--- config.mk ---
export PLATFORM = sky130hd
export DESIGN_NAME = fir_mac_sequencer
export DESIGN_NICKNAME = d
export VERILOG_FILES = /design/src/rtl/fir_mac_sequencer.sv
export SDC_FILE = /design/constraint.sdc
export NUM_CORES = 1
export LEC_CHECK = 0
export ABC_CLOCK_PERIOD_IN_PS = 6500
export CORE_MARGIN = 5
export CORE_UTILIZATION = 40
export CTS_BUF_LIST = sky130_fd_sc_hd__clkbuf_4
export DETAILED_ROUTE_END_ITERATION = 10
export GPL_ROUTABILITY_DRIVEN = 0
export HOLD_SLACK_MARGIN = 0.1
export PLACE_DENSITY = 0.65
export SLEW_MARGIN = 10
export SYNTH_ARGS = -nofsm -noshare
export SYNTH_HDL_FRONTEND = slang
export SYNTH_SLANG_ARGS = --single-unit
--- constraint.sdc ---
create_clock -name clk -period 6.5 [get_ports clk]
set_input_delay 1.3 -clock clk [delete_from_list [all_inputs] [get_ports clk]]
set_output_delay 1.3 -clock clk [all_outputs]
set_load 0.03 [all_outputs]
--- src/rtl/fir_mac_sequencer.sv ---
// Time-multiplexed FIR filter: one shared signed N x 8 multiply-accumulate unit
// steps through TAPS coefficients, one tap per clock, with valid/ready on both ends.
module fir_mac_sequencer #(
  parameter int N    = 16,
  parameter int TAPS = 8,
  parameter int AW   = $clog2(TAPS)
) (
  input  logic                  clk,
  input  logic                  rst,
  input  logic                  coef_we,
  input  logic [AW-1:0]         coef_addr,
  input  logic signed [7:0]     coef_data,
  input  logic                  in_valid,
  output logic                  in_ready,
  input  logic signed [N-1:0]   x_in,
  output logic                  out_valid,
  input  logic                  out_ready,
  output logic signed [2*N-1:0] y_out,
  output logic                  busy
);

  typedef enum logic [1:0] {IDLE, MAC, HOLD} state_t;

  localparam logic [AW-1:0] LAST_TAP = AW'(TAPS - 1);

  state_t                state, state_next;
  logic signed [N-1:0]   x_line [TAPS];
  logic signed [7:0]     coef   [TAPS];
  logic signed [2*N-1:0] acc, y_reg;
  logic [AW-1:0]         k;

  logic                  last_tap, accept, coef_write;
  logic signed [N+7:0]   prod;
  logic signed [2*N-1:0] prod_ext, acc_next;

  assign last_tap   = (k == LAST_TAP);
  assign accept     = (state == IDLE) && in_valid;
  assign coef_write = (state == IDLE) && coef_we && (int'(coef_addr) < TAPS);
  assign prod       = x_line[k] * coef[k];
  assign prod_ext   = (2*N)'(prod);
  assign acc_next   = acc + prod_ext;
  assign y_out      = y_reg;

  always_ff @(posedge clk or negedge rst) begin
    if (!rst) begin
      state <= IDLE;
    end else begin
      state <= state_next;
    end
  end

  always_comb begin
    state_next = state;
    in_ready   = 1'b0;
    busy       = 1'b0;
    out_valid  = 1'b0;
    case (state)
      IDLE: begin
        in_ready = 1'b1;
        if (in_valid) state_next = MAC;
      end
      MAC: begin
        busy = 1'b1;
        if (last_tap) state_next = HOLD;
      end
      HOLD: begin
        out_valid = 1'b1;
        if (out_ready) state_next = IDLE;
      end
      default: state_next = IDLE;
    endcase
  end

  // The result is latched separately from acc so it survives the next accept,
  // which clears acc before the following MAC pass.
  always_ff @(posedge clk or negedge rst) begin
    if (!rst) begin
      acc   <= '0;
      y_reg <= '0;
      k     <= '0;
      for (int i = 0; i < TAPS; i++) begin
        x_line[i] <= '0;
        coef[i]   <= '0;
      end
    end else begin
      if (coef_write) begin
        coef[coef_addr] <= coef_data;
      end
      if (accept) begin
        for (int i = TAPS - 1; i > 0; i--) begin
          x_line[i] <= x_line[i-1];
        end
        x_line[0] <= x_in;
        acc       <= '0;
        k         <= '0;
      end else if (state == MAC) begin
        acc <= acc_next;
        k   <= last_tap ? '0 : k + 1'b1;
        if (last_tap) y_reg <= acc_next;
      end
    end
  end

endmodule

* Word-level counts from Yosys, hierarchy flattened
Index checks and enable logic that the tools add are counted.
** Storage, ports and cells
- Logic and storage cells :: 63
- Bits in registers :: 261
- Input bits :: 32
- Output and inout bits :: 35
** Cells by class
- Reductions and logical operators :: 7
- $lt $le $gt $ge :: 3
- $mul :: 1
- Eq/ne operators :: 6
- Add/subtract/negate cells :: 2
- Muxes and demuxes :: 21
- Bitwise operators :: 3
** Operators by type and width (count)
- bitwise mux 64 bit :: 1
- 2-to-1 mux 32 bit :: 2
- binary-select mux 16 bit (select 3 bit) :: 1
- adder 32 x 24 -> 32 bit :: 1
- 2-to-1 mux 16 bit :: 2
- binary-select mux 8 bit (select 3 bit) :: 1
- demux 8 bit (select 3 bit) :: 1
- multiplier 16 x 8 -> 24 bit :: 1
- 2-to-1 mux 8 bit :: 3
- 2-to-1 mux 3 bit :: 3
- greater-or-equal comparator 4 bit, second input constant :: 2
- NOT 3 -> 4 bit :: 2
- 2-to-1 mux 2 bit :: 3
- != test 2 bit, second input constant :: 3
- one-hot mux 2 bit (3 select lines) :: 1
- AND reduction 3 bit :: 2
- < comparator 4 x 1 -> 1 bit, second input constant :: 1
- adder 3 x 1 -> 3 bit, second input constant :: 1
- equality test 3 bit, second input constant :: 1
- logical AND 1 bit :: 3
- 2-to-1 mux 1 bit :: 3
- equality test 2 x 1 -> 1 bit, second input constant :: 1
- equality test 2 bit, second input constant :: 1
- logical NOT 2 bit :: 1
- 2 further kinds :: 2

* Depth between registers and ports, before layout
Gate-level depths: netlist of run 1.
- Word-level depth :: 8
- Mapped depth :: 25
- Depth with buffers taken out :: 22

* Worst setup path after synthesis of run 1
Ideal clock, no wire load.
- Path type :: reg-to-reg
- Start :: register k[0]
- End :: register y_reg[29], in the netlist y_out[29]
- Data arrival time :: 6497 ps
- Setup slack :: -129 ps
- Period minus slack after synthesis :: 6629 ps
- Required time :: 6369 ps
- Path buffers :: 3
- Cell stages (with the launch flop) :: 20
- Library setup time :: 131 ps
- Path through :: dfrtp_1 -> buf_2 -> buf_6 -> mux4_2 -> mux2i_2 -> nor2b_1 -> fa_1 -> fa_1 -> fa_1 -> fa_1 -> ha_1 -> ha_1 -> buf_6 -> o21a_1 -> nor3_2 -> nor2_1 -> and3_1 -> a211oi_2 -> nor4_1 -> or3_1
** Between the ends
- Word-level cells in the longest chain between the ends :: 6
- Elaborated cells between the ends (all ways) :: 11
- Classes of those cells :: add/sub: 1; mul: 1; eq/ne: 1; mux: 6; bitwise: 1; reduce/logical: 1
** RTL lines
- start, declared :: RTL line 30 : logic [AW-1:0] k;
- start signal, assigned :: RTL line 98 : k <= last_tap ? '0 : k + 1'b1;
- NOT 3 -> 4 bit (not written as such) :: RTL line 39 : assign prod = x_line[k] * coef[k];
- binary-select mux 16 bit (select 3 bit) / binary-select mux 8 bit (select 3 bit) (equally long branches) :: RTL line 39
- 2-to-1 mux 16 bit (not written as such) / 2-to-1 mux 8 bit (equally long branches) (2 in a row) :: RTL line 39
- multiplier 16 x 8 -> 24 bit :: RTL line 39
- adder 32 x 24 -> 32 bit :: RTL line 41 : assign acc_next = acc + prod_ext;
- end signal, assigned :: RTL line 99 : if (last_tap) y_reg <= acc_next;
- end, declared :: RTL line 29 : logic signed [2*N-1:0] acc, y_reg;
Several ways; a longest one is shown, not always the timed one. The select of a mux whose other input is x is not followed.
A chain may end at the register's enable or synchronous reset.

* Final worst setup path of run 1
- Start :: register k[0]
- End :: register y_reg[28], in the netlist y_out[28]
The elaborated chain is that of the path after synthesis.

==> qor.csv, run 1 <==
metric,value,unit
Finish-stage setup viols,0,
Least-Margin Pin Slew,1140,ps
"Slew Viols, Final",0,
cell taking the most area after synthesis,dfrtp_1,
post-synthesis compound-gate area fraction,0.0471,
max cap viols,0,
Cells after Synth,1465,
CP endpoint kind,flop,
area share of the largest cell type after synthesis,0.366,
Avg Inst Size Synth,12.2,um2
DR vias,11400,
clock transition at the registers of the reported paths,60,ps
Setup TNS,0,ps
GRT Util Overall,0.161,
Final Cycle Share,0.949,
final core occ,0.461,
Async SR Flop Fraction,1.00,
first-pass GRT wire length,65200,um
WL/cell,17.3,um
number of buffers created by CTS,71,
Worst R2R Setup Slack,330,ps
Met2 Routed Length,17700,um
largest family of logic cells by synthesized area,adder cells,
Synth top cells by count,"dfrtp_1 (261), mux2_2 (196), fa_1 (160), inv_1 (135), nand2_1 (105)",
prevailing post-synth register cell,dfrtp_1,
share of cells above drive strength 1,0.280,
#FFs+latches synth,261,
"Cell Area, Synth",0.0178,mm2
port bufs,66,
clk_lat worst skew,770,ps
Hold WC Path Type,in2async,
CTS Hold Bufs,0,
core area,0.0441,mm2
RSZ-0062 raised after global routing,false,
DRC Markers,0,
floorplan die width,221,um
Via-to-Cell Ratio,5.12,
drt initial violations,575,
Slew Limit Headroom,0.235,
CP Class,reg2reg,
dpl hpwl,28300,um
Hold Fails Final Rpt,0,
final WL,38600,um
Final Critical Period,6170,ps
CP max FO,12,
top routing layer used,met4,
Post-Synth XOR/XNOR Area,0.0128,
mux cell area share after synthesis,0.208,
DRT Pass-1 Iters,5,
worst hold slack,474,ps
Synth area leaders,"dfrtp_1 (37%), fa_1 (18%), mux2_2 (12%)",
skew final,45.7,ps
H-tree Lvls,3,
met3 wire len,2080,um
status,"complete, no violations",
top achievable clock speed,162,MHz
TritonCTS clock tree,built,
initial core utilization,0.404,
Met1 Wirelength,18200,um
Root Driver,clkbuf_4,
fraction of the mapped netlist area in simple logic gates,0.0875,
Post-Synth Adder-Cell Area,0.230,
number of synthesized flops with an enable pin,0,
Worst Path Required,7090,ps
CP startpoint kind,flop,
most common cell in the synthesized netlist,dfrtp_1,
Top-Level Pins,67,
number of global-route vias before repair,12100,
Worst EP arrival,6760,ps
ANT nets after route,0,
initial antenna violation count,2,
Mapped Nets,1729,
synth unique cells,62,
CTS Buffer Depth,3,
GR Overflow Total,0,
Nets,1854,
CTS Sinks,261,
"Seq/Total Area, Yosys",0.366,
Die Y,221,um
FP Rows,77,
largest net degree at the start of global routing,136,
Layout area overhead,14.1,%
DIE AREA,0.0489,mm2
Synth Warn #,0,
[critical path: stages, from the launching register on]
cell,delay (ps)
dfrtp_4,490
buf_6,230
mux4_2,530
mux2i_2,160
buf_4,200
nor2_1,80
fa_1,520
inv_1,60
fa_1,520
inv_1,50
fa_1,510
fa_1,440
fa_1,470
ha_1,350
o21a_1,200
o31a_1,160
o21ai_2,250
nand3_1,160
a41oi_1,310
xor2_1,230
o21ai_1,90
[cell families after synthesis]
| kind of cell | count (synthesis) |
|---|---|
| muxes | 268 |
| AOI/OAI and AO/OA | 133 |
| adders and majority gates | 232 |
| DFF | 261 |
| and+or+nand+nor | 339 |
| buffers and inverters | 206 |
| xor gates and xnor gates | 26 |
[per-layer routing]
layer	track usage	vias up
met1	0.235	5844
met5	0	-
met4	0.0416	0
met3	0.0415	49
met2	0.242	264
li1	-	5279
[final timing paths]
check,to,startpoint,cells after the start
worst max-delay path,y_out[28],k[0],20
worst min-delay path,coef[5],rst,1
worst max register to register,y_out[28],k[0],20
worst min register to register,y_out[13],y_out[13],2
max in group asynchronous,acc[31],rst,2
min in group clk,y_out[13],y_out[13],2
[sequential cells by signal, indices dropped and copies added (netlist names)]
name    cells
x_line    128
y_out      32
state       2
k           3
acc        32
coef       64
[final cells by class]
cell class	instances	area [um2]
tap	592	741
timing repair buffer	115	1130
inverter	143	537
fill	4072	23800
multi-input combinational	998	10500
sequential	261	6540
clock inverter	22	153
clock buffer	98	736
antenna	4	10.0
[through the flow]
step / area [um2] / worst slack, ps / std cells
2_1_floorplan: 17800 / 13.3 / 1465
3_3_place_gp: 19400 / 186 / 2105
3_5_place_dp: 19400 / 90.9 / 2105
4_1_cts: 20300 / 94.3 / 2225
5_1_grt: 20400 / 1.07 / 2232
6_report: 20400 / 333 / 2233
[cell usage in the layout (no fill, tap or decap), types with 3 or more instances in the layout]
cell / count
dfrtp_1: 258
inv_2: 8
inv_1: 135
o31ai_1: 9
or2_2: 4
o21ai_1: 8
mux2i_2: 7
nor3b_1: 3
clkbuf_4: 98
clkdlybuf4s50_1: 65
xnor2_1: 12
fa_1: 159
o21a_1: 7
or3_1: 5
mux2_2: 196
ha_1: 72
mux4_2: 48
nand3_1: 47
mux2i_4: 13
mux2i_1: 4
nor2_1: 100
diode_2: 4
xor2_1: 14
nand2_1: 103
buf_4: 40
clkinv_2: 3
nand4_1: 8
a21oi_2: 3
a21oi_1: 26
buf_12: 7
nor3_1: 5
a21o_1: 4
and3_1: 9
o21ai_2: 3
or4_1: 3
nand2b_1: 19
o21ai_0: 47
clkinv_1: 14
nor2b_1: 18
[repair_timing]
item,in CTS,in global routing
gates resized for setup,0,12
buffers inserted,0,4
setup endpoints to repair,0,28
Power of run 1 is not shown: default switching activity piles up to over one toggle a cycle in this logic, so the estimate is an artifact.
==> run 2, diff against run 1 <==
--- a/config.mk
+++ b/config.mk
@@ -11,6 +11,7 @@
 export CTS_BUF_LIST = sky130_fd_sc_hd__clkbuf_4
 export DETAILED_ROUTE_END_ITERATION = 10
 export GPL_ROUTABILITY_DRIVEN = 0
+export GPL_TIMING_DRIVEN = 0
 export HOLD_SLACK_MARGIN = 0.1
 export PLACE_DENSITY = 0.65
 export SLEW_MARGIN = 10
==> run 2 against run 1 <==
Compared with the run above: clock skew is 8.1 ps higher; global-route usage is 1.5 points higher; design area is 2.0% higher; cell count up 1.9%; die area did not move; maximum frequency decreased by 2.8%; non-clock buffer count up 55; largest cell class unchanged.
==> qor.csv, run 2 (synthesis results as in run 1) <==
metric,value,unit
status,"complete, no violations",
global-route met3 utilization,0.0351,
DRT Pass-1 Iters,4,
CTS Sinks,261,
met1 Track Usage GR,0.245,
max FFs per register,128,
post-placement setup slack,-735,ps
Root Driver,clkbuf_4,
share of cells above drive strength 1,0.285,
Setup WS post-layout,153,ps
Filler Cells Inserted,4056,
worst reg2reg startpoint,k[1],
DRC Markers,0,
min-delay src,y_out[0],
H-tree Lvls,3,
"commonest non-fill, non-tap cell in the layout",dfrtp_1,
CP startpoint kind,flop,
largest net degree at the start of global routing,115,
clock transition at the registers of the reported paths,60,ps
Hold Fails Final Rpt,0,
number of global-route vias before repair,12600,
CTS Buffer Depth,3,
floorplan die width,221,um
hold path depth,2,
DIE AREA,0.0489,mm2
number of cells after detailed placement,2126,
top flop regs,"x_line: 128 flops, coef: 64 flops",
Biggest register,x_line,
Hold WC Path Type,reg2reg,
first-pass GRT wire length,69300,um
reg2reg end,acc[29],
initial antenna violation count,2,
met2 Use GR,0.281,
"Slew Viols, Final",0,
top achievable clock speed,158,MHz
final WL,42900,um
max cap viols,0,
Worst EP arrival,6990,ps
ANT nets after route,0,
Layout area overhead,16.4,%
core area,0.0441,mm2
initial core utilization,0.404,
Finish-stage setup viols,0,
Multi-input gate area,0.0106,mm2
Worst R2R Setup Slack,150,ps
Post-Layout Cell Count,2276,
Worst Reg-to-Reg Cells,21,
TritonCTS clock tree,built,
Final Critical Period,6350,ps
clk_lat worst skew,710,ps
most frequent cells in the layout,"dfrtp_1 (261), mux2_2 (195), fa_1 (158), inv_1 (135), nand2_1 (105)",
dpl hpwl,31900,um
Seq. cell area,0.00653,mm2
Top-Level Pins,67,
Via-to-Cell Ratio,5.21,
WL/cell,18.8,um
Min-Delay Endpoint,y_out[0],
GR Overflow Total,0,
Least-Margin Pin Slew,979,ps
Worst Path Required,7140,ps
layer with the highest usage,met2,
FP Rows,77,
CP max FO,10,
drt initial violations,467,
number of buffers created by CTS,71,
Slew Limit Headroom,0.347,
CP Class,reg2reg,
CP endpoint kind,flop,
DR vias,11800,
GRT Util Overall,0.176,
Nets,1909,
Final Cycle Share,0.976,
Die Y,221,um
CTS Hold Bufs,0,
port bufs,66,
skew final,53.8,ps
## run 2: cell types whose count changed in the layout (fill, tap and decap cells not counted), sizes merged
cell / change
clkbuf: +28
diode: -3
clkinv: -3
buf: +21
## run 2: routing by layer
layer	part of all wire	wire, um
met2	0.48	20500
met3	0.047	2030
met4	0.024	1040
met1	0.45	19300
met5	0.00030	13
## run 2: how the worst max path moves through the flow
stage,start,endpoint,slack [ps],cells past startpoint
after floorplan,k[0],y_out[29],10,20
after global placement,rst,y_out[0],-6990,1
after detailed placement,k[1],y_out[29],-730,22
after CTS,k[1],acc[29],9,20
after global routing,k[0],y_out[23],-60,21
final,k[1],acc[29],150,21
## run 2: repair_timing
item	CTS	global route
pin swaps	6	7
buffers inserted	8	31
setup endpoints to repair	42	33
resized for setup	27	30
## run 2: per-stage QoR
| stage | TNS (ps) | util | instance area (um2) | hold WS, ps |
|---|---|---|---|---|
| after global placement | -1840900 | 0.436 | 19200 | 463 |
| after floorplan | 0 | - | 17800 | 467 |
| after CTS | 0 | 0.461 | 20300 | 433 |
| final | 0 | 0.471 | 20800 | 474 |
| after global routing | -140 | 0.471 | 20800 | 443 |
| after detailed placement | -17070 | 0.438 | 19300 | 467 |
## run 2: final cells by class
type	instances	share of cell area
antenna	1	0.000121
buffer	62	0.0187
clock buffer	92	0.0333
clock inverter	19	0.00657
inverter	143	0.0258
multi-input combinational	998	0.512
sequential	261	0.315
tap	592	0.0357
timing repair buffer	108	0.0533
## run 2: worst max-delay path, stage by stage, from the launching register on
cell      delay, ps
dfrtp_1         450
buf_2           310
clkbuf_4        340
mux4_2          360
mux2i_4         270
buf_4           200
nor2_1           60
fa_1            560
fa_1            430
fa_1            510
fa_1            430
ha_1            300
ha_1            350
buf_6           140
nand4_1         180
nor2_2          200
o21ai_2         120
a21oi_4         290
a211oi_4        140
buf_4           160
or4_1           390
nand3_1          90
Power of run 2 is left out for the same reason.
